`src/rtl/mouse_pkg.sv`:
```
// Shared types and PS/2 mouse protocol constants for the mouse command path.
package mouse_pkg;

  typedef enum logic [2:0] {
    ST_IDLE      = 3'd0,
    ST_SEND      = 3'd1,
    ST_WAIT_SENT = 3'd2,
    ST_WAIT_ACK  = 3'd3,
    ST_DONE      = 3'd4
  } state_t;

  // Mouse response and command codes
  localparam logic [7:0] PS2_ACK              = 8'hFA;
  localparam logic [7:0] PS2_RESEND           = 8'hFE;
  localparam logic [7:0] PS2_SET_SAMPLE_RATE  = 8'hF3;
  localparam logic [7:0] PS2_SET_RESOLUTION   = 8'hE8;
  localparam logic [7:0] PS2_ENABLE_REPORTING = 8'hF4;

  // Receiver error codes
  localparam logic [1:0] RX_ERR_NONE    = 2'b00;
  localparam logic [1:0] RX_ERR_PARITY  = 2'b01;
  localparam logic [1:0] RX_ERR_FRAME   = 2'b10;
  localparam logic [1:0] RX_ERR_TIMEOUT = 2'b11;

endpackage

```
`src/rtl/mouse_cmd_timer.sv`:
```
// Clearable saturating timeout timer. Implemented as a down-counter loaded
// with TIMEOUT_CYCLES-1; TIMEOUT is the terminal-count (zero) compare and the
// count holds at zero rather than wrapping.
module mouse_cmd_timer
  import mouse_pkg::*;
#(
  parameter int TIMEOUT_CYCLES = 2000000
) (
  input  logic CLK,
  input  logic RESET,
  input  logic clr,
  input  logic en,
  output logic timeout
);

  localparam int TW = (TIMEOUT_CYCLES > 1) ? $clog2(TIMEOUT_CYCLES) : 1;
  localparam logic [TW-1:0] LOAD_VAL = TW'(TIMEOUT_CYCLES - 1);

  logic [TW-1:0] cnt_q;
  logic [TW-1:0] cnt_d;

  // Next count: reload on clear, otherwise count down and hold at zero.
  always_comb begin
    cnt_d = cnt_q;
    if (clr) begin
      cnt_d = LOAD_VAL;
    end else if (en && (cnt_q != '0)) begin
      cnt_d = cnt_q - TW'(1);
    end
  end

  // Count register.
  always_ff @(posedge CLK or posedge RESET) begin
    if (RESET) begin
      cnt_q <= LOAD_VAL;
    end else begin
      cnt_q <= cnt_d;
    end
  end

  assign timeout = (cnt_q == '0);

endmodule

```
`src/rtl/mouse_cmd_arbiter.sv`:
```
// Round-robin arbiter plus command sequencer for the shared PS/2 mouse
// transmitter. Sends the granted byte, collects the mouse response, retries
// on anything but a clean acknowledge and reports pass/fail to the owner.
//
// state        | meaning
// ST_IDLE      | waiting for a request; grants round-robin and latches byte
// ST_SEND      | SEND_BYTE pulse to the transmitter
// ST_WAIT_SENT | waiting for BYTE_SENT, timer running
// ST_WAIT_ACK  | receiver enabled, waiting for the response byte
// ST_DONE      | DONE/ERR pulse to the owning requester
module mouse_cmd_arbiter
  import mouse_pkg::*;
#(
  parameter int         TIMEOUT_CYCLES = 2000000,
  parameter int         MAX_RETRY      = 3,
  parameter logic [7:0] ACK_BYTE       = PS2_ACK,
  parameter logic [7:0] RESEND_BYTE    = PS2_RESEND
) (
  input  logic       CLK,
  input  logic       RESET,
  input  logic       REQ0,
  input  logic       REQ1,
  input  logic [7:0] BYTE0,
  input  logic [7:0] BYTE1,
  output logic       DONE0,
  output logic       DONE1,
  output logic       ERR0,
  output logic       ERR1,
  output logic       SEND_BYTE,
  output logic [7:0] BYTE_TO_SEND,
  input  logic       BYTE_SENT,
  output logic       READ_ENABLE,
  input  logic       BYTE_READY,
  input  logic [7:0] BYTE_READ,
  input  logic [1:0] BYTE_ERROR_CODE,
  output logic       BUSY,
  output logic       OWNER
);

  localparam int RW = (MAX_RETRY > 0) ? $clog2(MAX_RETRY + 1) : 1;
  localparam logic [RW-1:0] RETRY_LIMIT = RW'(MAX_RETRY);

  state_t        state_q, state_d;
  logic [7:0]    byte_q, byte_d;
  logic          owner_q, owner_d;
  logic          rr_last_q, rr_last_d;
  logic          fail_q, fail_d;
  logic [RW-1:0] retry_q, retry_d;

  logic send_byte_q, send_byte_d;
  logic read_en_q, read_en_d;
  logic busy_q, busy_d;
  logic done0_q, done0_d;
  logic done1_q, done1_d;
  logic err0_q, err0_d;
  logic err1_q, err1_d;

  logic grant;
  logic do_retry;
  logic rx_ack;
  logic in_wait;
  logic timer_clr;
  logic timeout;

  // A resend request never counts as acknowledge, even if ACK_BYTE is retuned.
  assign rx_ack = (BYTE_ERROR_CODE == RX_ERR_NONE) && (BYTE_READ == ACK_BYTE) &&
                  (BYTE_READ != RESEND_BYTE);

  assign in_wait   = (state_q == ST_WAIT_SENT) || (state_q == ST_WAIT_ACK);
  // Timer restarts on every state change so each wait phase gets a full budget.
  assign timer_clr = (state_d != state_q) || !in_wait;

  mouse_cmd_timer #(
    .TIMEOUT_CYCLES(TIMEOUT_CYCLES)
  ) u_timer (
    .CLK    (CLK),
    .RESET  (RESET),
    .clr    (timer_clr),
    .en     (in_wait),
    .timeout(timeout)
  );

  // Next-state, arbitration, retry bookkeeping and registered-output values.
  always_comb begin
    state_d   = state_q;
    byte_d    = byte_q;
    owner_d   = owner_q;
    rr_last_d = rr_last_q;
    fail_d    = fail_q;
    retry_d   = retry_q;
    grant     = 1'b0;
    do_retry  = 1'b0;

    case (state_q)
      ST_IDLE: begin
        if (REQ0 || REQ1) begin
          grant     = (REQ0 && REQ1) ? ~rr_last_q : REQ1;
          owner_d   = grant;
          rr_last_d = grant;
          byte_d    = grant ? BYTE1 : BYTE0;
          retry_d   = '0;
          fail_d    = 1'b0;
          state_d   = ST_SEND;
        end
      end
      ST_SEND: begin
        state_d = ST_WAIT_SENT;
      end
      ST_WAIT_SENT: begin
        if (BYTE_SENT) begin
          state_d = ST_WAIT_ACK;
        end else if (timeout) begin
          do_retry = 1'b1;
        end
      end
      ST_WAIT_ACK: begin
        if (BYTE_READY) begin
          if (rx_ack) begin
            fail_d  = 1'b0;
            state_d = ST_DONE;
          end else begin
            do_retry = 1'b1;
          end
        end else if (timeout) begin
          do_retry = 1'b1;
        end
      end
      ST_DONE: begin
        state_d = ST_IDLE;
      end
      default: begin
        state_d = ST_IDLE;
      end
    endcase

    if (do_retry) begin
      if (retry_q < RETRY_LIMIT) begin
        retry_d = retry_q + RW'(1);
        state_d = ST_SEND;
      end else begin
        fail_d  = 1'b1;
        state_d = ST_DONE;
      end
    end

    send_byte_d = (state_d == ST_SEND);
    read_en_d   = (state_d == ST_WAIT_ACK);
    busy_d      = (state_d != ST_IDLE);
    done0_d     = (state_d == ST_DONE) && !owner_d;
    done1_d     = (state_d == ST_DONE) && owner_d;
    err0_d      = done0_d && fail_d;
    err1_d      = done1_d && fail_d;
  end

  // State and output registers; pointer resets so requester 0 wins first.
  always_ff @(posedge CLK or posedge RESET) begin
    if (RESET) begin
      state_q     <= ST_IDLE;
      byte_q      <= 8'h00;
      owner_q     <= 1'b0;
      rr_last_q   <= 1'b1;
      fail_q      <= 1'b0;
      retry_q     <= '0;
      send_byte_q <= 1'b0;
      read_en_q   <= 1'b0;
      busy_q      <= 1'b0;
      done0_q     <= 1'b0;
      done1_q     <= 1'b0;
      err0_q      <= 1'b0;
      err1_q      <= 1'b0;
    end else begin
      state_q     <= state_d;
      byte_q      <= byte_d;
      owner_q     <= owner_d;
      rr_last_q   <= rr_last_d;
      fail_q      <= fail_d;
      retry_q     <= retry_d;
      send_byte_q <= send_byte_d;
      read_en_q   <= read_en_d;
      busy_q      <= busy_d;
      done0_q     <= done0_d;
      done1_q     <= done1_d;
      err0_q      <= err0_d;
      err1_q      <= err1_d;
    end
  end

  assign SEND_BYTE    = send_byte_q;
  assign BYTE_TO_SEND = byte_q;
  assign READ_ENABLE  = read_en_q;
  assign BUSY         = busy_q;
  assign OWNER        = owner_q;
  assign DONE0        = done0_q;
  assign DONE1        = done1_q;
  assign ERR0         = err0_q;
  assign ERR1         = err1_q;

endmodule

```
`config.mk`:
```
export PLATFORM = sky130hd
export DESIGN_NAME = mouse_cmd_arbiter
export DESIGN_NICKNAME = d
export VERILOG_FILES = /design/src/rtl/mouse_pkg.sv /design/src/rtl/mouse_cmd_timer.sv /design/src/rtl/mouse_cmd_arbiter.sv
export SDC_FILE = /design/constraint.sdc
export NUM_CORES = 1
export LEC_CHECK = 0
export ABC_AREA = 1
export BUFFER_PORTS_ARGS = -buffer_cell sky130_fd_sc_hd__buf_2
export CAP_MARGIN = 30
export CORE_MARGIN = 1.5
export CORE_UTILIZATION = 49
export DETAILED_ROUTE_END_ITERATION = 10
export PLACE_DENSITY = 0.82
export SLEW_MARGIN = 10
export SYNTH_ARGS = -nofsm -noshare
export SYNTH_HDL_FRONTEND = slang
export SYNTH_SLANG_ARGS = --single-unit
```
`constraint.sdc`:
```
create_clock -name CLK -period 1.7 [get_ports CLK]
set_input_delay 0.255 -clock CLK [delete_from_list [all_inputs] [get_ports CLK]]
set_output_delay 0.255 -clock CLK [all_outputs]
set_load 0.005 [all_outputs]
```
# Yosys cells after proc, flatten, opt, wreduce, memory -nomap -nowiden
# Cells that the tools add are included.
# word_totals
register_bits	44
in_bits	32
out_inout_bits	16
elab_cells	75
# op_classes
addsub	2
magnitude_cmp	1
n_eq_ne	9
mux	28
n_bitwise	1
reduce_logical	20
# ops
cell	count
21-bit 2-to-1 mux	2
21-bit zero test	1
21-bit nonzero test	1
21-bit by 1-bit subtractor with 21-bit output, second input constant	1
3-bit 2-to-1 mux	6
1-bit 2-to-1 mux	12
3-bit case mux with 4 select lines	1
3-bit by 2-bit == test with 1-bit output, second input constant	3
8-bit == test, second input constant	1
1-bit logical AND	8
2-bit 2-to-1 mux	4
8-bit 2-to-1 mux	1
8-bit != test, second input constant	1
3-bit by 1-bit == test with 1-bit output, second input constant	2
1-bit case mux with 2 select lines	2
3-bit == test, second input constant	1
3-bit zero test	1
1-bit logical OR	3
3-bit != test	1
3-bit nonzero test	1
2-bit by 1-bit adder with 2-bit output, second input constant	1
1-bit zero test	2
2-bit zero test	1
2-bit less-than comparator, second input constant	1
3 further kinds	3

# Depth between registers and ports, before layout
# Gate-level depths: netlist (run 1).
# logic_depth
depth_word	10
ltp_mapped	11
mapped_depth_nobuf	11

# By module
# Synthesis (run 1) repeated with hierarchy kept, for this count alone.
# hier_totals
cells_unflattened	374
area_unflattened_um2	2712.6
# by_module_without_submodules
mod	n_inst	cells_per_inst	area_each_um2	seq_area_each_um2
mouse_cmd_timer	1	229	1550.2	541.8
mouse_cmd_arbiter	1	145	1162.4	576.8

# Worst setup path before layout (run 1)
# OpenSTA, ideal clock, no wires.
# synth_path
path_kind	reg-to-reg
start	register u_timer.cnt_q[0]
end	register u_timer.cnt_q[6]
setup_ns	0.085
t_arrival_ns	1.601
t_required_ns	1.615
setup_slack_ns	0.014
path_stages_with_launch	12
n_path_buf	1
period_less_slack_ns	1.686
cell_sequence	dfstp_2 > inv_1 > ha_1 > nand2_1 > nor2_1 > nand4_1 > nand2_2 > nand2_4 > nand2_4 > nor2_8 > buf_6 > nand3b_2
# synth_between
elab_chain_len	8
elab_cells_between_ends	14
cone_classes	add/sub: 1; eq/ne: 1; mux: 7; reduce/logical: 5
# synth_lines
element	line	text
from (decl)	mouse_cmd_timer.sv:19	logic [TW-1:0] cnt_q;
from (signal assigned)	mouse_cmd_timer.sv:37	cnt_q <= cnt_d;
21-bit zero test	mouse_cmd_timer.sv:41	assign timeout = (cnt_q == '0);
1-bit 2-to-1 mux	mouse_cmd_arbiter.sv:112, mouse_cmd_arbiter.sv:124	
1-bit 2-to-1 mux, on equally long branches	mouse_cmd_arbiter.sv:117, mouse_cmd_arbiter.sv:110	
1-bit case mux with 2 select lines	mouse_cmd_arbiter.sv:94	case (state_q)
3-bit 2-to-1 mux	mouse_cmd_arbiter.sv:136	if (do_retry) begin
3-bit != test	mouse_cmd_arbiter.sv:71	assign timer_clr = (state_d != state_q) || !in_wait;
1-bit logical OR	mouse_cmd_arbiter.sv:71	
21-bit 2-to-1 mux / 2-bit nonzero test (equally long branches)	-	
# Several ways; a longest one is shown, not always the timed one. The select of a mux whose other input is x is not followed.
# A chain may end at the register's enable or synchronous reset.

# Final worst setup path (run 1)
# layout_path
start	register u_timer.cnt_q[0]
end	register u_timer.cnt_q[19]
# Same word-level chain as after synthesis.

==> flow_summary.toml, run 1 <==
[status]
status = "finished, violations left"
violations = "negative setup slack"

[die]
die_x_um = 73.1
num_io_pins = 48
std_cell_rows = 25
core_area_um2 = 4720
die-height_um = 73.1
dieArea_um2 = 5340
initial_utilization_pct = 51.0

[pwr]
finalPower_uw = 4250
power.leakage_uw = 0.00148
ir_drop_mv = 1.02
swShare_pct = 38.3
switching_power_uw = 1630
p_clk_share_pct = 20.6
p_comb_share_pct = 45.7
p_seq_share_pct = 33.8
intPower_uw = 2620
power.density_nw_per_um2 = 1370

[clock_tree]
root_buffer = "clkbuf_8"
clkSinkCount = 44
clk_latency_ps = 300
tritoncts = "done"
hold_buffers = 0
cts_buffer_depth = 2
htreeDepth = 2
cts_buffers = 5
clk_pin_slew_worst_paths_ps = 90

[synth]
syn_area_um2 = 2410
synthAdderAreaFrac_pct = 1.56
yosysMostFrequentCell = "nand2_1"
yosys_warnings = 0
synth_cells = 270
yosysUniqueCellTypes = 31
yosysTopAreaCellShare_pct = 31.2
ys.flop_type = "dfrtp_1"
ys_top_cells_by_area = "dfrtp_1 (31%), dfstp_2 (15%), nand2_1 (5.9%)"
synth-simple-area-share_pct = 32.6
ys_ff_latch = 44
yosysSeqAreaShare_pct = 46.5
synth_top_family_by_area = "simple AND/OR/NAND/NOR gates"
yosysTopAreaCell = "dfrtp_1"
synth_compound_area_share_pct = 5.67
async_reset_ff_share_pct = 100
yosys-mux-area-fraction_pct = 0
synth_fp_nets = 305
avgSynthCellArea_um2 = 8.92
synth_enable_flop_cells = 0
yosys-top-cells-count = "nand2_1 (38), nor2_1 (37), inv_1 (32), dfrtp_1 (30), o21ai_0 (21)"
synthXorXnorAreaFrac_pct = 6.91

[drt]
drc = 0
ant_nets = 0
drt-initial-drc-count = 102
vias_per_cell = 4.96
routed_wl_um = 5580
dr.pass1.iters = 4
routedWlPerCell_um = 13.4
vias = 2057

[layout]
area_growth_pct = 29.3
nets = 382
diodes = 0
final_cells = 415
drive_above_1_share_pct = 42.5
fill_cells = 371
multi_input_area_um2 = 1180
ff_latch_area_um2 = 1120

[setup_path]
crit_type = "reg -> reg"
crit_required_ps = 1930
crit_fanout = 5
startpoint_type = "flop"
crit_arrival_ps = 2010
end_kind = "flop"

[placement]
globalplace.congestion = 0.812
dpl.cell_count = 393
dp_hpwl_um = 3850
port_buffers = 47

[global_route]
grt_pass1_vias = 2069
grt_remaining_overflow = 0
grt_max_degree = 45
antenna_found_initial = 0
grt.total_usage_pct = 21.9
grt_first_pass_wirelength_um = 8890

[timing]
fin_crit_sh_pct = 105
clock.fmax_mhz = 561
rsz0062_at_grt = "yes"
finClkSkew_ps = 7.06
setup_viol = 21
slew_violations = 0
slew_headroom_pct = 63.3
min_period_ps = 1780
worst_slack_ps = -83.7
worstMarginPinSlew_ps = 551
finalHoldViolCount = 0

[flow_run]
drv_cap = 0

[min_path]
hold_path.class = "in -> async"
==> per-stage QoR <==
stage	setup WS [ps]	utilization, %	hold WS, ps	instance area, µm²	TNS [ps]
2_1_floorplan	14.1	-	443	2410	0
3_3_place_gp	23.5	59.5	421	2810	0
3_5_place_dp	-61.8	59.5	429	2810	-895
4_1_cts	-11.0	62.6	98.3	2960	-46.3
5_1_grt	-164	65.9	156	3110	-3280
6_report	-83.7	65.9	73.6	3110	-1160
==> sequential cells by signal, indices dropped and copies added, names as in the netlist <==
name / count
OWNER: 1
READ_ENABLE: 1
DONE1: 1
retry_q: 2
DONE0: 1
BUSY: 1
state_q: 3
ERR0: 1
u_timer.cnt_q: 21
fail_q: 1
rr_last_q: 1
ERR1: 1
SEND_BYTE: 1
BYTE_TO_SEND: 8
==> final timing paths <==
path,end,cells after the start,slack [ps],from
worst max-delay path,u_timer.cnt_q[19],11,-80,u_timer.cnt_q[0]
worst min-delay path,BYTE_TO_SEND[2],3,70,RESET
worst max register to register,u_timer.cnt_q[19],11,-80,u_timer.cnt_q[0]
worst min register to register,BYTE_TO_SEND[5],2,490,BYTE_TO_SEND[5]
max in group asynchronous,u_timer.cnt_q[17],3,1240,RESET
min in group CLK,BYTE_TO_SEND[7],3,230,BYTE1[7]
==> critical path, cell delays in order (launching register included) <==
cell and delay [ps]:
dfstp_2 550, inv_2 60, ha_4 160, nand2_2 70
nor2_2 50, nand3_2 80, nand2_2 110, nand2_4 120
nand2_4 80, nor2_8 190, clkbuf_16 170, nand3b_2 70
==> power by group through the flow <==
stage	registers [µW]	logic, µW	clock network (µW)
final	1440	1940	874
after global routing	1460	2130	920
after CTS	1440	1770	877
after detailed placement	1440	1720	0
after global placement	1440	1650	0
after floorplan	1450	1110	0
==> layer usage <==
layer  part of all wire, %  global-route usage (%)
met2                    52                    38.0
met3                   4.8                    4.83
met4                   1.4                    6.92
met1                    42                    27.1
met5                     0                       0
==> cells by family after synthesis <==
| group | Yosys count |
|---|---|
| compound gates | 26 |
| xor+xnor | 19 |
| fa+ha+maj | 3 |
| buf+inv | 37 |
| flops | 44 |
| simple gates | 141 |
==> cells in the final DEF (no fill, tap or decap), types with 3 or more instances in the layout <==
cell and instances:
nand3b_1 5, xor2_1 12, xnor2_1 7, nor3_1 3
nand3b_2 6, o21ai_0 21, buf_2 47, nand2_4 4
nand3_1 9, nor2_2 17, nor2_1 36, nand2_1 35
dfrtp_1 30, dfstp_2 14, clkbuf_8 6, nand4_1 3
nand3_2 7, inv_1 31, nand2_2 7, buf_4 23
==> timing repair <==
action,4_1_cts,5_1_grt
pin swaps,2,5
gates cloned,0,1
buffers inserted,2,11
resized for setup,4,10
endpoints found under the setup margin,25,30
==> cell type report <==
type | instances | share of cell area [%]
clock buffer | 6 | 2.65
clock inverter | 2 | 1.25
inverter | 33 | 3.98
multi-input combinational | 189 | 37.9
sequential | 44 | 35.9
tap | 67 | 2.69
timing repair buffer | 74 | 15.6
Note: power is estimated with default switching activity, not from simulation.
==> inputs of run 2 (changes only) <==
--- a/config.mk
+++ b/config.mk
@@ -12,6 +12,7 @@
 export CORE_UTILIZATION = 49
 export DETAILED_ROUTE_END_ITERATION = 10
 export PLACE_DENSITY = 0.82
+export RECOVER_POWER = 50
 export SLEW_MARGIN = 10
 export SYNTH_ARGS = -nofsm -noshare
 export SYNTH_HDL_FRONTEND = slang
==> run 2 against run 1 <==
Compared with the run above: the run still ends with negative setup slack left; worst hold slack gained 150 ps; die area stayed put; sequential share of layout area about the same; first-iteration DRC count did not move; fmax is the same; critical endpoint unchanged; largest cell class unchanged; largest power group unchanged.
==> flow_summary.toml, run 2 (synthesis results as in run 1) <==
[drt]
vias_per_cell = 4.96
dr.pass1.iters = 4
drc = 0
routedWlPerCell_um = 13.4
vias = 2057
ant_nets = 0
drt-initial-drc-count = 102
routed_wl_um = 5580

[die]
core_area_um2 = 4720
die_x_um = 73.1
initial_utilization_pct = 51.0
die-height_um = 73.1
dieArea_um2 = 5340
num_io_pins = 48
std_cell_rows = 25

[setup_path]
r2r_cells = 11
crit_type = "reg -> reg"
r2r_setup_slack_ps = -80
crit_required_ps = 1930
end_kind = "flop"
startpoint_type = "flop"
crit_arrival_ps = 2010
crit_fanout = 5
timing.rr.end = "u_timer.cnt_q[19]"
worstReg2RegStart = "u_timer.cnt_q[0]"

[pwr]
power.density_nw_per_um2 = 1370
ir_drop_mv = 1.02
power.leakage_uw = 0.00148

[status]
status = "finished, violations left"
violations = "negative setup slack"

[clock_tree]
cts_buffer_depth = 2
clk_pin_slew_worst_paths_ps = 90
root_buffer = "clkbuf_8"
clk_latency_ps = 300
cts_buffers = 5
htreeDepth = 2
clkSinkCount = 44
tritoncts = "done"

[layout]
nets = 382
multi_input_area_um2 = 1180
mostFrequentLayoutCell = "buf_2"
largest_register_ffs = 21
ff_latch_area_um2 = 1120
top_register = "u_timer.cnt_q"
diodes = 0
area_growth_pct = 29.2
final_cell_mix = "buf_2 (47), nor2_1 (36), nand2_1 (35)"
fill_cells = 372
drive_above_1_share_pct = 42.5
final_cell_area_um2 = 3110

[timing]
rsz0062_at_grt = "yes"
finalHoldViolCount = 0
fin_setup_tns_ps = -1160
clock.fmax_mhz = 561
setup_viol = 21
min_period_ps = 1780
worstMarginPinSlew_ps = 1070
worst_slack_ps = -83.7
fin_crit_sh_pct = 105
slew_violations = 0
slew_headroom_pct = 28.6
finClkSkew_ps = 7.06

[placement]
port_buffers = 47
globalplace.congestion = 0.812
dp_hpwl_um = 3850
dpl_cell_area_um2 = 2810

[min_path]
hold_path.class = "in -> reg"
min_delay_worst_endpoint = "BYTE_TO_SEND[7]"
min-delay-start = "BYTE1[7]"
whs_path_depth = 3

[flow_run]
drv_cap = 0

[global_route]
grt_first_pass_wirelength_um = 8890
grt.total_usage_pct = 21.9
antenna_found_initial = 0
grt_remaining_overflow = 0
grt_max_degree = 45
grt_pass1_vias = 2069
-- run 2: critical path, stage by stage (launching register included) --
cell and delay (ps):
dfstp_2 550, inv_2 60, ha_4 160, nand2_2 70, nor2_2 50, nand3_2 80, nand2_2 110, nand2_4 120
nand2_4 80, nor2_8 190, clkbuf_16 170, nand3b_2 70
-- run 2: how the worst max path moves through the flow --
stage	from	to	slack, ps
after global placement	u_timer.cnt_q[0]	u_timer.cnt_q[4]	20
final	u_timer.cnt_q[0]	u_timer.cnt_q[19]	-80
after floorplan	u_timer.cnt_q[0]	u_timer.cnt_q[6]	10
after global routing	u_timer.cnt_q[0]	u_timer.cnt_q[14]	-160
after detailed placement	u_timer.cnt_q[0]	u_timer.cnt_q[4]	-60
after CTS	u_timer.cnt_q[0]	u_timer.cnt_q[5]	-10
-- run 2: power by group --
| part | internal [µW] | switching, µW | total [µW] |
|---|---|---|---|
| registers | 1300 | 131 | 1440 |
| logic | 838 | 1100 | 1940 |
| clock network | 481 | 393 | 874 |
-- run 2: cell type report --
class,instances,share of cell area [%]
Timing Repair Buffer,74,15.5
Clock buffer,6,2.66
Multi-Input combinational cell,189,37.9
Clock inverter,2,1.25
Inverter,33,3.98
Tap cell,67,2.70
Sequential cell,44,36.0
-- run 2: through the flow --
stage                     total power, µW  hold WS [ps]  setup slack (ps)  util, %  instances
final                                4250           227             -83.7     65.8        415
after global routing                 4510           241              -164     65.8        415
after CTS                            4090          98.3             -11.0     62.6        403
after detailed placement             3170           429             -61.8     59.5        393
after global placement               3090           421              23.5     59.5        393
after floorplan                      2560           443              14.1        -        270
-- run 2: timing repair --
action,4_1_cts,5_1_grt
hold buffers,0,0
buffers inserted,2,11
cloned,0,1
resized for setup,4,10
endpoints found under the setup margin,25,30
pin swaps,2,5
-- run 2: metal layers --
layer	wire length (µm)	up-vias	track usage, %
li1	-	1011	-
met1	2330	981	27.1
met2	2900	57	38.0
met3	269	8	4.83
met4	78	0	6.92
met5	0	-	0
==> inputs of run 3 (changes only) <==
--- a/config.mk
+++ b/config.mk
@@ -11,6 +11,7 @@
 export CORE_MARGIN = 1.5
 export CORE_UTILIZATION = 49
 export DETAILED_ROUTE_END_ITERATION = 10
+export MAX_ROUTING_LAYER = met4
 export PLACE_DENSITY = 0.82
 export RECOVER_POWER = 50
 export SLEW_MARGIN = 10
==> run 3 against run 2 <==
Compared with the run above: the run still ends with negative setup slack left; cell count did not move; highest routed layer unchanged; fmax decreased by 0.31%; sequential share of layout area unchanged; clock power is 1% lower; clock skew down 0.84 ps; utilization stayed put; combinational power about the same; worst setup slack lost 5.5 ps; global-route usage grew 0.68 points; largest cell class unchanged; non-clock buffer count unchanged.
==> flow_summary.toml, run 3 (synthesis results as in run 1) <==
[status]
status = "finished, violations left"
violations = "negative setup slack"

[layout]
drive_above_1_share_pct = 42.5
nets = 382
fin_util_pct = 65.8
diodes = 0
area_growth_pct = 29.2
final_cell_mix = "buf_2 (47), nor2_1 (36), nand2_1 (35)"
largest_register_ffs = 21
mostFrequentLayoutCell = "buf_2"
final_cells = 415
top_register = "u_timer.cnt_q"

[clock_tree]
cts_buffer_depth = 2
tritoncts = "done"
cts_buffers = 5
clkSinkCount = 44
root_buffer = "clkbuf_8"
clk_pin_slew_worst_paths_ps = 90
htreeDepth = 2
clk_latency_ps = 300

[global_route]
grt_max_degree = 45
grt_first_pass_wirelength_um = 8910
antenna_found_initial = 0
grt.total_usage_pct = 22.6
grt_remaining_overflow = 0
grt_pass1_vias = 2068

[drt]
ant_nets = 0
drc = 0
vias_per_cell = 4.93
routed_wl_um = 5550
routedWlPerCell_um = 13.4
drt-initial-drc-count = 101
vias = 2044
dr.pass1.iters = 4

[placement]
dp_hpwl_um = 3850
port_buffers = 47
globalplace.congestion = 0.824
dp_slack_ps = -61.8
dpl.cell_count = 393

[die]
num_io_pins = 48
dieArea_um2 = 5340
core_area_um2 = 4720
die-height_um = 73.1
initial_utilization_pct = 51.0
std_cell_rows = 25
die_x_um = 73.1

[timing]
fin_crit_sh_pct = 105
slew_headroom_pct = 28.9
rsz0062_at_grt = "yes"
finClkSkew_ps = 6.21
finalHoldViolCount = 0
setup_viol = 21
slew_violations = 0
clock.fmax_mhz = 559
fin_setup_tns_ps = -1280
min_period_ps = 1790
worst_slack_ps = -89.2
worstMarginPinSlew_ps = 1070

[setup_path]
end_kind = "flop"
path_cells = "inv_2 > ha_4 > nand2_2 > nor2_2 > nand3_2 > nand2_2 > nand2_4 > nand2_4 > nor2_8 > clkbuf_16 > nand3b_2"
cp_top_family = "simple AND/OR/NAND/NOR gates"
critPathBufInv = 2
crit_required_ps = 1930
crit_arrival_ps = 2020
cp_num_cells = 11
crit_start = "u_timer.cnt_q[0]"
crit_type = "reg -> reg"
cp_slowest_cell = "dfstp_2"
startpoint_type = "flop"
worstReg2RegStart = "u_timer.cnt_q[0]"
critPathMaxStageDelay_ps = 550
crit_fanout = 5
r2r_cells = 11

[min_path]
min-delay-start = "BYTE1[7]"
whs_path_depth = 3
hold_path.class = "in -> reg"

[flow_run]
drv_cap = 0

[pwr]
ir_drop_mv = 1.02
power.density_nw_per_um2 = 1370
power.leakage_uw = 0.00148
run 3: through the flow:
stage               power [µW]  hold WS (ps)  area [µm²]
finish                    4250           227        3110
global route              4510           241        3110
CTS                       4090          98.3        2960
detailed placement        3170           429        2810
global placement          3090           421        2810
floorplan                 2560           443        2410
run 3: path summary, 6_finish.rpt:
kind	endpoint	slack [ps]
max reg2reg	u_timer.cnt_q[19]	-90
max	u_timer.cnt_q[19]	-90
min	BYTE_TO_SEND[7]	230
max in group asynchronous	u_timer.cnt_q[12]	770
min reg2reg	BYTE_TO_SEND[5]	490
min in group asynchronous	BYTE_TO_SEND[2]	280
run 3: power breakdown:
part | internal, µW | leakage, µW | switching, µW
sequential | 1300 | 0.000537 | 131
combinational | 838 | 0.000884 | 1110
clock | 481 | 0.0000614 | 384
run 3: layout make-up:
type | instances | area [µm²]
multi-input cells | 189 | 1180
flip-flops and latches | 44 | 1120
clock inverters | 2 | 38.8
well taps | 67 | 83.8
inverters | 33 | 124
clock buffers | 6 | 82.6
repair buffers | 74 | 482
fillers | 372 | 1610
run 3: routing by layer:
metal  GRT usage [%]  part of all wire (%)
met1            27.3                    43
met2            37.9                    51
met3            4.70                   3.6
met4            6.92                   1.4
met5               -                     0
run 3: timing repair:
item | in CTS | in global routing
pin swaps | 2 | 5
setup endpoints to repair | 25 | 30
buffers inserted | 2 | 11
gates resized for setup | 4 | 10
gates cloned | 0 | 1
hold buffers | 0 | 0
run 3: worst reg2reg max path, stage by stage, from the launching register on:
cell	delay [ps]
dfstp_2	550
inv_2	60
ha_4	160
nand2_2	70
nor2_2	50
nand3_2	80
nand2_2	110
nand2_4	120
nand2_4	80
nor2_8	190
clkbuf_16	180
nand3b_2	70
